==> src/rtl/sel_mux_pipe_pkg.sv <==
// sel_mux_pipe_pkg: shared types and constants for the sel_mux_pipe block.
//   STATE_W : width of the skid-buffer state register
//   state_e : skid-buffer occupancy states
//     ST_EMPTY - nothing held
//     ST_ONE   - main register M holds a word
//     ST_FULL  - M and skid register S both hold words
package sel_mux_pipe_pkg;

  localparam int STATE_W = 2;

  typedef enum logic [STATE_W-1:0] {
    ST_EMPTY = 2'd0,
    ST_ONE   = 2'd1,
    ST_FULL  = 2'd2
  } state_e;

endpackage

==> src/rtl/sel_mux_core.sv <==
// sel_mux_core: purely combinational NUM_IN:1 word select.
// Ports:
//   in_x  [NUM_IN*WIDTH] flattened channels, channel k at [k*WIDTH +: WIDTH]
//   sel   [SEL_W]        channel index
//   out_x [WIDTH]        selected channel, all zeros when sel >= NUM_IN
module sel_mux_core
  import sel_mux_pipe_pkg::*;
#(
  parameter  int WIDTH  = 32,
  parameter  int NUM_IN = 4,
  localparam int SEL_W  = $clog2(NUM_IN)
) (
  input  logic [NUM_IN*WIDTH-1:0] in_x,
  input  logic [SEL_W-1:0]        sel,
  output logic [WIDTH-1:0]        out_x
);

  // Only indices 0..NUM_IN-1 ever match, so an out-of-range select
  // falls through to the zero default.
  always_comb begin
    out_x = '0;
    for (int k = 0; k < NUM_IN; k++) begin
      if (sel == k[SEL_W-1:0]) begin
        out_x = in_x[k*WIDTH +: WIDTH];
      end
    end
  end

endmodule

==> src/rtl/sel_mux_pipe.sv <==
// sel_mux_pipe: NUM_IN:1 select feeding a 2-entry skid buffer with a
// registered valid/ready output stage and synchronous flush.
//
// Handshake: a word moves across an interface on a rising edge where
// valid and ready are both high. A source that raises valid keeps valid
// and its data stable until that transfer happens. Ready never depends
// combinationally on valid. Here w_in_ready is a flop, and w_out_valid /
// w_out_x hold steady while stalled except when w_flush squashes them.
//
// Ports:
//   w_clk        clock, rising edge
//   w_rst_n      synchronous active-low reset
//   w_in_x       flattened input channels
//   w_sel_x      channel select, sampled with w_in_valid
//   w_in_valid   upstream offers a word
//   w_in_ready   block can accept (registered)
//   w_flush      squash every held word; the word offered this cycle is dropped
//   w_out_x      selected, registered word (main register M)
//   w_out_valid  w_out_x holds a word
//   w_out_ready  downstream accepts
//   w_err        sticky bad-select flag, only when SEL_MUX_PIPE_ERR_EN is defined
//
// Build option: define SEL_MUX_PIPE_ERR_EN to add the w_err port. It sets
// on any accepted word whose select is out of range and clears only on
// reset. Without it, out-of-range selects silently yield a zero word.
module sel_mux_pipe
  import sel_mux_pipe_pkg::*;
#(
  parameter  int WIDTH  = 32,
  parameter  int NUM_IN = 4,
  localparam int SEL_W  = $clog2(NUM_IN)
) (
  input  logic                    w_clk,
  input  logic                    w_rst_n,
  input  logic [NUM_IN*WIDTH-1:0] w_in_x,
  input  logic [SEL_W-1:0]        w_sel_x,
  input  logic                    w_in_valid,
  output logic                    w_in_ready,
  input  logic                    w_flush,
  output logic [WIDTH-1:0]        w_out_x,
  output logic                    w_out_valid,
  input  logic                    w_out_ready
`ifdef SEL_MUX_PIPE_ERR_EN
  ,
  output logic                    w_err
`endif
);

  state_e           state_q, state_d;
  logic [WIDTH-1:0] m_q, m_d;
  logic [WIDTH-1:0] s_q, s_d;
  logic             in_ready_q, in_ready_d;
  logic [WIDTH-1:0] sel_word;
  logic             in_fire;
  logic             out_fire;

  sel_mux_core #(
    .WIDTH  (WIDTH),
    .NUM_IN (NUM_IN)
  ) u_core (
    .in_x  (w_in_x),
    .sel   (w_sel_x),
    .out_x (sel_word)
  );

  // A word offered in a flush cycle is dropped, so flush gates in_fire.
  assign in_fire  = w_in_valid & in_ready_q & ~w_flush;
  assign out_fire = (state_q != ST_EMPTY) & w_out_ready;

  always_comb begin
    state_d = state_q;
    m_d     = m_q;
    s_d     = s_q;
    unique case (state_q)
      ST_EMPTY: begin
        if (in_fire) begin
          state_d = ST_ONE;
          m_d     = sel_word;
        end
      end
      ST_ONE: begin
        if (in_fire && !out_fire) begin
          state_d = ST_FULL;
          s_d     = sel_word;
        end else if (in_fire && out_fire) begin
          m_d = sel_word;
        end else if (out_fire) begin
          state_d = ST_EMPTY;
        end
      end
      ST_FULL: begin
        // in_ready_q is low here, so only the drain side can move.
        if (out_fire) begin
          state_d = ST_ONE;
          m_d     = s_q;
        end
      end
      default: state_d = ST_EMPTY;
    endcase
    if (w_flush) begin
      state_d = ST_EMPTY;
    end
    // Ready is looked up from the next state so the flop is already
    // correct on the cycle the buffer fills or drains.
    in_ready_d = (state_d != ST_FULL);
  end

  always_ff @(posedge w_clk) begin
    if (!w_rst_n) begin
      state_q    <= ST_EMPTY;
      m_q        <= '0;
      s_q        <= '0;
      in_ready_q <= 1'b0;
    end else begin
      state_q    <= state_d;
      m_q        <= m_d;
      s_q        <= s_d;
      in_ready_q <= in_ready_d;
    end
  end

  assign w_in_ready  = in_ready_q;
  assign w_out_valid = (state_q != ST_EMPTY);
  assign w_out_x     = m_q;

`ifdef SEL_MUX_PIPE_ERR_EN
  logic        err_q, err_d;
  logic [31:0] sel_ext;
  logic        sel_bad;

  assign sel_ext = 32'(w_sel_x);
  assign sel_bad = (sel_ext >= 32'(NUM_IN));

  // Flush does not clear the flag; only reset does.
  always_comb begin
    err_d = err_q | (in_fire & sel_bad);
  end

  always_ff @(posedge w_clk) begin
    if (!w_rst_n) begin
      err_q <= 1'b0;
    end else begin
      err_q <= err_d;
    end
  end

  assign w_err = err_q;
`endif

endmodule

==> config.mk <==
export PLATFORM = sky130hd
export DESIGN_NAME = sel_mux_pipe
export DESIGN_NICKNAME = d
export VERILOG_FILES = /design/src/rtl/sel_mux_pipe_pkg.sv /design/src/rtl/sel_mux_core.sv /design/src/rtl/sel_mux_pipe.sv
export SDC_FILE = /design/constraint.sdc
export NUM_CORES = 1
export LEC_CHECK = 0
export ABC_AREA = 1
export CORE_MARGIN = 2
export CORE_UTILIZATION = 25
export CTS_BUF_LIST = sky130_fd_sc_hd__clkbuf_4 sky130_fd_sc_hd__clkbuf_8 sky130_fd_sc_hd__clkbuf_16
export CTS_CLUSTER_SIZE = 10
export DETAILED_ROUTE_END_ITERATION = 10
export PLACE_DENSITY = 0.6
export SLEW_MARGIN = 25
export SYNTH_ARGS = -nofsm -noshare
export SYNTH_HDL_FRONTEND = slang
export SYNTH_HIERARCHICAL = 1
export SYNTH_SLANG_ARGS = --single-unit
==> constraint.sdc <==
create_clock -name w_clk -period 1.3 [get_ports w_clk]
set_input_delay 0.13 -clock w_clk [delete_from_list [all_inputs] [get_ports w_clk]]
set_output_delay 0.13 -clock w_clk [all_outputs]
set_load 0.01 [all_outputs]
==> results by stage, run 1 <==
STA:
- The number of hold-slack violations in the final timing report came to 0.
- The transition time of the tightest slew-check pin is 342 ps.
- The number of max-slew violations in the final report is 0.
- Setup slack closes at 57.2 ps.
- After layout, the worst path uses 95.6% of the clock period.
- Setup violations remaining at the end of the flow were counted as 0.
- The achievable clock frequency is 0.805 GHz.
- Setup repair after global routing could not meet its margin everywhere.
- The smallest clock period supported by the final layout is computed as 1240 ps.
- Setup total negative slack on the finished layout was measured at 0 ps.
- The maximum clock skew at final layout is 5.97 ps.
- In this run the tightest slew margin relative to its limit is 77.2%.

Min path:
- The worst hold path endpoint is s_q[9]$_SDFFE_PN0P_.
- The worst min-delay path startpoint is w_rst_n.
- The class of the tightest hold or removal check is in2reg.
- The cell count of the worst hold path is 3.

Synth:
- The area share of the largest cell type after synthesis is 33.2%.
- Of all flip-flops after synthesis, the portion carrying an async set or reset was 0%.
- The synthesized design contains 67 register bits.
- The number of distinct library cells after synthesis is 21.
- By area the synthesized netlist is led by dfxtp_1 (33%), nand3_1 (16%), nand2_1 (15%), nor2_1 (9.1%), nand4_1 (5.0%).
- The number of nets handed over by synthesis was 793.
- Counting flops with a built-in enable in the synthesized netlist gives 0.
- In this run the mean area of a mapped cell was 6.14 um2.
- The commonest cells after synthesis are nand2_1 (164), nand3_1 (129), nor2_1 (98).
- The most area-hungry cell type in the Yosys netlist is dfxtp_1.
- For this run, the number of Yosys warnings is 6.
- Counting every instance in the synthesized netlist gives 658.
- Sequential cells were found to cover 33.2% of the synthesized design area.
- The most common cell in the synthesized netlist is nand2_1.
- Among all flip-flop cells after synthesis, the most frequent one is dfxtp_1.
- In this run the cell area of the synthesized design comes to 4040 um2.

CTS:
- TritonCTS built the clock tree.
- The maximum clock insertion buffer count is 2.
- The H-tree depth reported by CTS is 3.
- The number of hold buffers added after CTS was 0.
- The clock input transition at the sequential cells of the worst setup and hold paths is 60 ps.
- The clock tree root driver cell is clkbuf_16.
- Clock latency on the worst-skew pair, taken at its later pin, is 330 ps.
- The number of buffers created by CTS is 9.
- The number of clock sinks seen by CTS is 67.

Placed design:
- Detailed placement finished with a half-perimeter wire length of 10600 um.
- The placer's final routability congestion estimate is 0.777.
- The number of buffer cells added on primary ports is 168.
- The cell count after placement is 1026.
- The worst setup slack after placement is -170 ps.

Detailed routing:
- After detailed routing, the number of remaining DRC violations is 0.
- The wire length reported by the detailed router is 14900 um.
- The residual antenna-violating net count after detailed routing is 0.
- The overall via count from detail_route is 4798.
- The average routed wire per standard cell is 14.2 um.
- The number of vias per cell after detailed routing is 4.59.
- The detailed router's first-iteration violation count is 278.
- The number of detailed-route iterations in the first pass is 5.

Worst setup path:
- The class of the most critical setup path is reg2out.
- STA classifies the critical path endpoint as an output pin.
- The worst register-to-register path begins at state_q[1]$_SDFF_PN0_.
- The endpoint identified for the worst register-to-register timing path is w_out_x[19]$_SDFFE_PN0P_.
- STA classifies the critical path startpoint as a flop.
- STA puts the critical path data required time at 1170 ps.
- The largest fanout of any net on the critical path is 4.
- The setup check on the worst reg-to-reg path leaves a slack of 80 ps.
- The cell depth of the worst flop-to-flop path is 7.
- Data arrives at the worst endpoint at 1110 ps.

Power:
- Dividing total power by cell area gives a power density of 935 nW/um2.
- Summing internal, switching and leakage power gives 6060 uW.
- The static power due to leakage is 0.00298 uW.
- The worst supply voltage drop on vdd is 626 uV.

Floorplan:
- Measured along the x axis, the die boundary spans 131 um.
- Once the floorplan was initialized, standard cells occupied 25.5% of the core.
- The count of standard-cell rows is 46.
- From bottom edge to top edge, the die measures 131 um.
- The floorplan step defined a core boundary enclosing 15800 um2.
- The die covers 17200 um2.
- In this run the count of I/O pins placed on the die edge is 169.

Run status:
- The run finished with clean final reports.

GRT:
- For this run the aggregate overflow at the end of global routing stands at 0.
- The initial antenna violation count is 0.
- In the global route stage, overall resource usage came out at 17.2%.
- The pin count of the biggest net entering global routing is 39.
- The first global-routing pass estimated 24100 um of wire.
- The number of global-route vias before repair is 4567.

Final layout:
- The total of fill cells in the finished design is 1690.
- For this run, the number of standard cells in the final layout without fillers is 1046.
- The count of nets after finishing is 960.
- The area added between synthesis and finish is 60.6%.
- The count of inserted antenna diode cells is 0.
- The multi-input combinational cells in the finished layout cover a total of 2260 um2.
- The post-route netlist has 9.64% of its cells at a drive strength greater than 1.
- The sequential cell area in the final layout is 1350 um2.

Run:
- The number of max-cap violations is 0.
## metrics by stage
stage / util (%) / instance area, um2 / hold slack, ps
floorplan: - / 4040 / 288
global placement: 38.5 / 6100 / 477
detailed placement: 38.5 / 6100 / 482
CTS: 40.3 / 6380 / 208
global route: 41.0 / 6480 / 233
finish: 41.0 / 6480 / 220
## flip-flops by register name (all words and copies together) (netlist names)
register	cells
w_in_ready	1
s_q	32
state_q	2
w_out_x	32
## report_power, final
part	switching, uW	internal, uW	total (uW)
logic	583	681	1260
clock network	925	1730	2650
registers	32.7	2110	2150
total	1540	4520	6060
## repair_timing
| item | 4_1_cts | 5_1_grt |
|---|---|---|
| gates cloned | 0 | 2 |
| setup buffers | 0 | 2 |
| endpoints found under the hold margin | 0 | 0 |
| endpoints found under the setup margin | 34 | 19 |
| resized for setup | 34 | 11 |
| pin swaps | 0 | 4 |
## cell type report
| class | count | share of cell area (%) |
|---|---|---|
| multi-input cells | 497 | 34.9 |
| inverters | 39 | 2.33 |
| repair buffers | 211 | 32.7 |
| flip-flops and latches | 67 | 20.8 |
| clock buffers | 10 | 3.69 |
| clock inverters | 6 | 1.37 |
| well taps | 216 | 4.17 |
## critical path: stages, from the launching register on
cell,delay (ps)
dfxtp_2,370
inv_4,60
nand2_4,80
dlygate4sd2_1,270
## cell families (layout without fill, tap and decap cells)
group,Yosys count,after routing,share of synthesized area [%]
and+or+nand+nor,462,462,50.8
xor gates and xnor gates,1,1,0.217
DFF,67,67,33.2
buffers and inverters,94,266,11.5
AOI/OAI and AO/OA,34,34,4.24
## placed cells by master (no fill, tap or decap), types with 3 or more instances in the layout
cell type / instances
inv_1: 33
nand3_1: 129
inv_2: 4
clkbuf_16: 11
clkdlybuf4s50_1: 131
o21ai_1: 32
buf_2: 3
nand2_1: 162
nor2_1: 98
buf_12: 11
nor3_1: 32
nand4_1: 32
dlygate4sd2_1: 34
dfxtp_1: 64
buf_4: 29
## how the worst max path moves through the flow
stage	from	endpoint	slack, ps	depth (start not counted)
floorplan	w_in_ready$_SDFF_PN0_	w_out_x[0]$_SDFFE_PN0P_	60	6
global placement	w_in_valid	s_q[5]$_SDFFE_PN0P_	-140	7
detailed placement	w_in_valid	w_out_x[7]$_SDFFE_PN0P_	-170	7
CTS	state_q[0]$_SDFF_PN0_	w_out_valid	10	3
global route	state_q[1]$_SDFF_PN0_	w_out_x[19]$_SDFFE_PN0P_	-20	7
finish	state_q[0]$_SDFF_PN0_	w_out_valid	60	3
## per-layer routing
layer / track usage, % / share of wire (%) / routed length (um) / vias up
li1: - / - / - / 2497
met2: 29.2 / 47 / 6960 / 149
met3: 4.24 / 6.5 / 972 / 10
met5: 0 / 0 / 0 / -
met1: 22.1 / 46 / 6850 / 2142
met4: 3.68 / 0.74 / 110 / 0
No activity file was read; power rests on OpenSTA's default activity.
==> run 2, diff against run 1 <==
--- a/config.mk
+++ b/config.mk
@@ -12,6 +12,7 @@
 export CTS_CLUSTER_SIZE = 10
 export DETAILED_ROUTE_END_ITERATION = 10
 export PLACE_DENSITY = 0.6
+export SKIP_LAST_GASP = 1
 export SLEW_MARGIN = 25
 export SYNTH_ARGS = -nofsm -noshare
 export SYNTH_HDL_FRONTEND = slang
==> run 2 against run 1 <==
Effect of this change: wire length stayed put; register-to-register slack about the same; via count did not move; fmax unchanged; setup slack unchanged; worst hold slack stayed put; highest routed layer unchanged; largest cell class unchanged; cell count is the same.
==> results by stage, run 2 (synthesis gave the netlist of run 1 again) <==
STA:
- The transition time of the tightest slew-check pin is 342 ps.
- The achievable clock frequency is 0.805 GHz.
- Setup repair after global routing could not meet its margin everywhere.
- The maximum clock skew at final layout is 5.97 ps.
- The number of hold-slack violations in the final timing report came to 0.
- The minimum clock period is 1240 ps.
- The number of max-slew violations in the final report came to 0.
- The post-route fraction of the period consumed by the critical path is 95.6%.
- Setup violations remaining at the end of the flow were counted as 0.
- The worst pin sits at a relative slew slack of 77.2%.

GRT:
- Entering global routing, the biggest net connects 39 pins.
- The number of global-route vias before repair is 4567.
- The overall routing resource usage is 17.2%.
- The first global-routing pass estimated 24100 um of wire.
- The initial antenna violation count came to 0.
- The final global-route overflow total is 0.

Power:
- The switching share of power is 25.4%.
- The combinational group share of total power is 20.8%.
- In this run, the clock network consumes 43.8% of the power.
- The total power consumption of the routed design is 6060 uW.
- Sequential cells burn 35.4% of the power.
- Cell internal power was estimated by the tool at 4520 uW.
- The net switching power of the design is 1540 uW.
- The static power due to leakage is 0.00298 uW.
- The worst supply voltage drop on vdd is 626 uV.
- The power per standard cell area is 935 nW/um2.

CTS:
- The clock input transition at the sequential cells of the worst setup and hold paths is 60 ps.
- The clock tree from TritonCTS is done.
- The H-tree depth reported by CTS is 3.
- The post-cts hold buffer count is 0.
- The worst-skew pair later-pin latency is 330 ps.
- The clock drives 67 sinks.
- In this run the deepest clock path goes through 2 buffers.
- TritonCTS created 9 clock buffers.
- The clock tree root driver cell is clkbuf_16.

Worst setup path:
- Walking the worst path, the cells encountered are inv_4 > nand2_4 > dlygate4sd2_1.
- The endpoint class of the critical path is an output pin.
- The standard cell with the maximum stage delay on the critical path is dfxtp_2.
- The critical path is of the reg2out type.
- Of all nets on the critical path, the largest fanout is 4.
- For this run, the slowest stage of the critical path takes 370 ps.
- For the worst setup path, the data arrival time is 1110 ps.
- The critical path data required time is 1170 ps.
- The startpoint type of the worst setup path is a flop.
- The worst register-to-register path has a depth of 7.

Detailed routing:
- After detailed routing, the number of remaining DRC violations is 0.
- Wires add up to 14900 um.
- Dividing the detail-routed wire length by the instance count gives 14.2 um.
- The overall via count from detail_route is 4798.
- The detailed router's first-iteration violation count is 278.
- The number of vias per cell after detailed routing is 4.59.
- The detail route stage leaves a number of antenna-violating nets equal to 0.
- For this run, the detailed router's first-pass iteration total came to 5.

Run status:
- The flow ran to the end, and the final reports show no timing, DRC or antenna violations.

Floorplan:
- For this design the top-level I/O count stands at 169.
- The floorplan step set the die height to 131 um.
- The die is 131 um wide.
- The initial core utilization is 25.5%.
- Row generation in the floorplan step produced 46 rows.
- The area inside the core boundary is 15800 um2.
- The die area is 17200 um2.

Placed design:
- Once placement completed, the tool counted placed cells totaling 1026.
- Summed over all nets, the half-perimeter wirelength after detailed placement is 10600 um.
- At the end of routability-driven placement, the weighted congestion stood at 0.777.
- The number of buffer cells added on primary ports is 168.

Final layout:
- The layout cell share with drive strength beyond 1 is 9.52%.
- Leaving out fill and tap cells, the most frequent cells in the layout are nand2_1 (163), clkdlybuf4s50_1 (131), nand3_1 (129), nor2_1 (98), dfxtp_1 (64).
- The count of nets after finishing is 960.
- The layout has 1689 filler cells.
- The finished layout holds 1046 standard cells, fillers aside.
- The most common cell after layout, fill and taps aside is nand2_1.
- The area added between synthesis and finish is 60.5%.
- The number of antenna diodes in the final layout is 0.

Min path:
- The worst hold path was traced through 3 stages.
- The tightest min-delay check is of the in2reg type.

Run:
- The number of max-cap violations is 0.
[run 2: what timing repair did]
item	4_1_cts	5_1_grt
cloned	0	2
setup endpoints to repair	34	19
setup buffers	0	2
gates resized for setup	34	10
pin swaps	0	4
[run 2: path summary, 6_finish.rpt]
path | start | to | slack (ps)
max reg2reg | state_q[1]$_SDFF_PN0_ | w_out_x[19]$_SDFFE_PN0P_ | 80
min | w_rst_n | s_q[9]$_SDFFE_PN0P_ | 220
min reg2reg | s_q[15]$_SDFFE_PN0P_ | s_q[15]$_SDFFE_PN0P_ | 500
max | state_q[0]$_SDFF_PN0_ | w_out_valid | 60
[run 2: critical path, delay by kind of cell (launching register included)]
family,cells,cell delay (ps)
flops,1,370
buf+inv,2,330
simple gates,1,80
[run 2: power by group through the flow]
| stage | Combinational (uW) | Sequential (uW) | Clock, uW |
|---|---|---|---|
| floorplan | 527 | 2210 | 0 |
| global placement | 1280 | 2190 | 0 |
| detailed placement | 1280 | 2190 | 0 |
| CTS | 1250 | 2150 | 2710 |
| global route | 1400 | 2150 | 2820 |
| finish | 1260 | 2150 | 2650 |
[run 2: final cells by class]
class / count / area (um2) / area share, %
Timing Repair Buffer: 211 / 2120 / 32.8
Clock buffer: 10 / 239 / 3.69
Sequential cell: 67 / 1350 / 20.8
Inverter: 39 / 151 / 2.34
Multi-Input combinational cell: 497 / 2260 / 34.9
Clock inverter: 6 / 88.8 / 1.37
Tap cell: 216 / 270 / 4.17
[run 2: metal layers]
layer | wire [um] | vias up | track usage (%)
li1 | - | 2497 | -
met3 | 972 | 10 | 4.24
met1 | 6850 | 2142 | 22.1
met4 | 110 | 0 | 3.68
met5 | 0 | - | 0
met2 | 6960 | 149 | 29.2
[run 2: metrics by stage]
stage | hold slack, ps | worst slack, ps | area (um2) | TNS [ps] | utilization (%)
3_5_place_dp | 482 | -170 | 6100 | -9040 | 38.5
2_1_floorplan | 288 | 63.4 | 4040 | 0 | -
4_1_cts | 208 | 13.9 | 6380 | 0 | 40.3
6_report | 220 | 57.2 | 6480 | 0 | 41.0
5_1_grt | 233 | -16.4 | 6480 | -45.6 | 41.0
3_3_place_gp | 477 | -140 | 6100 | -7350 | 38.5
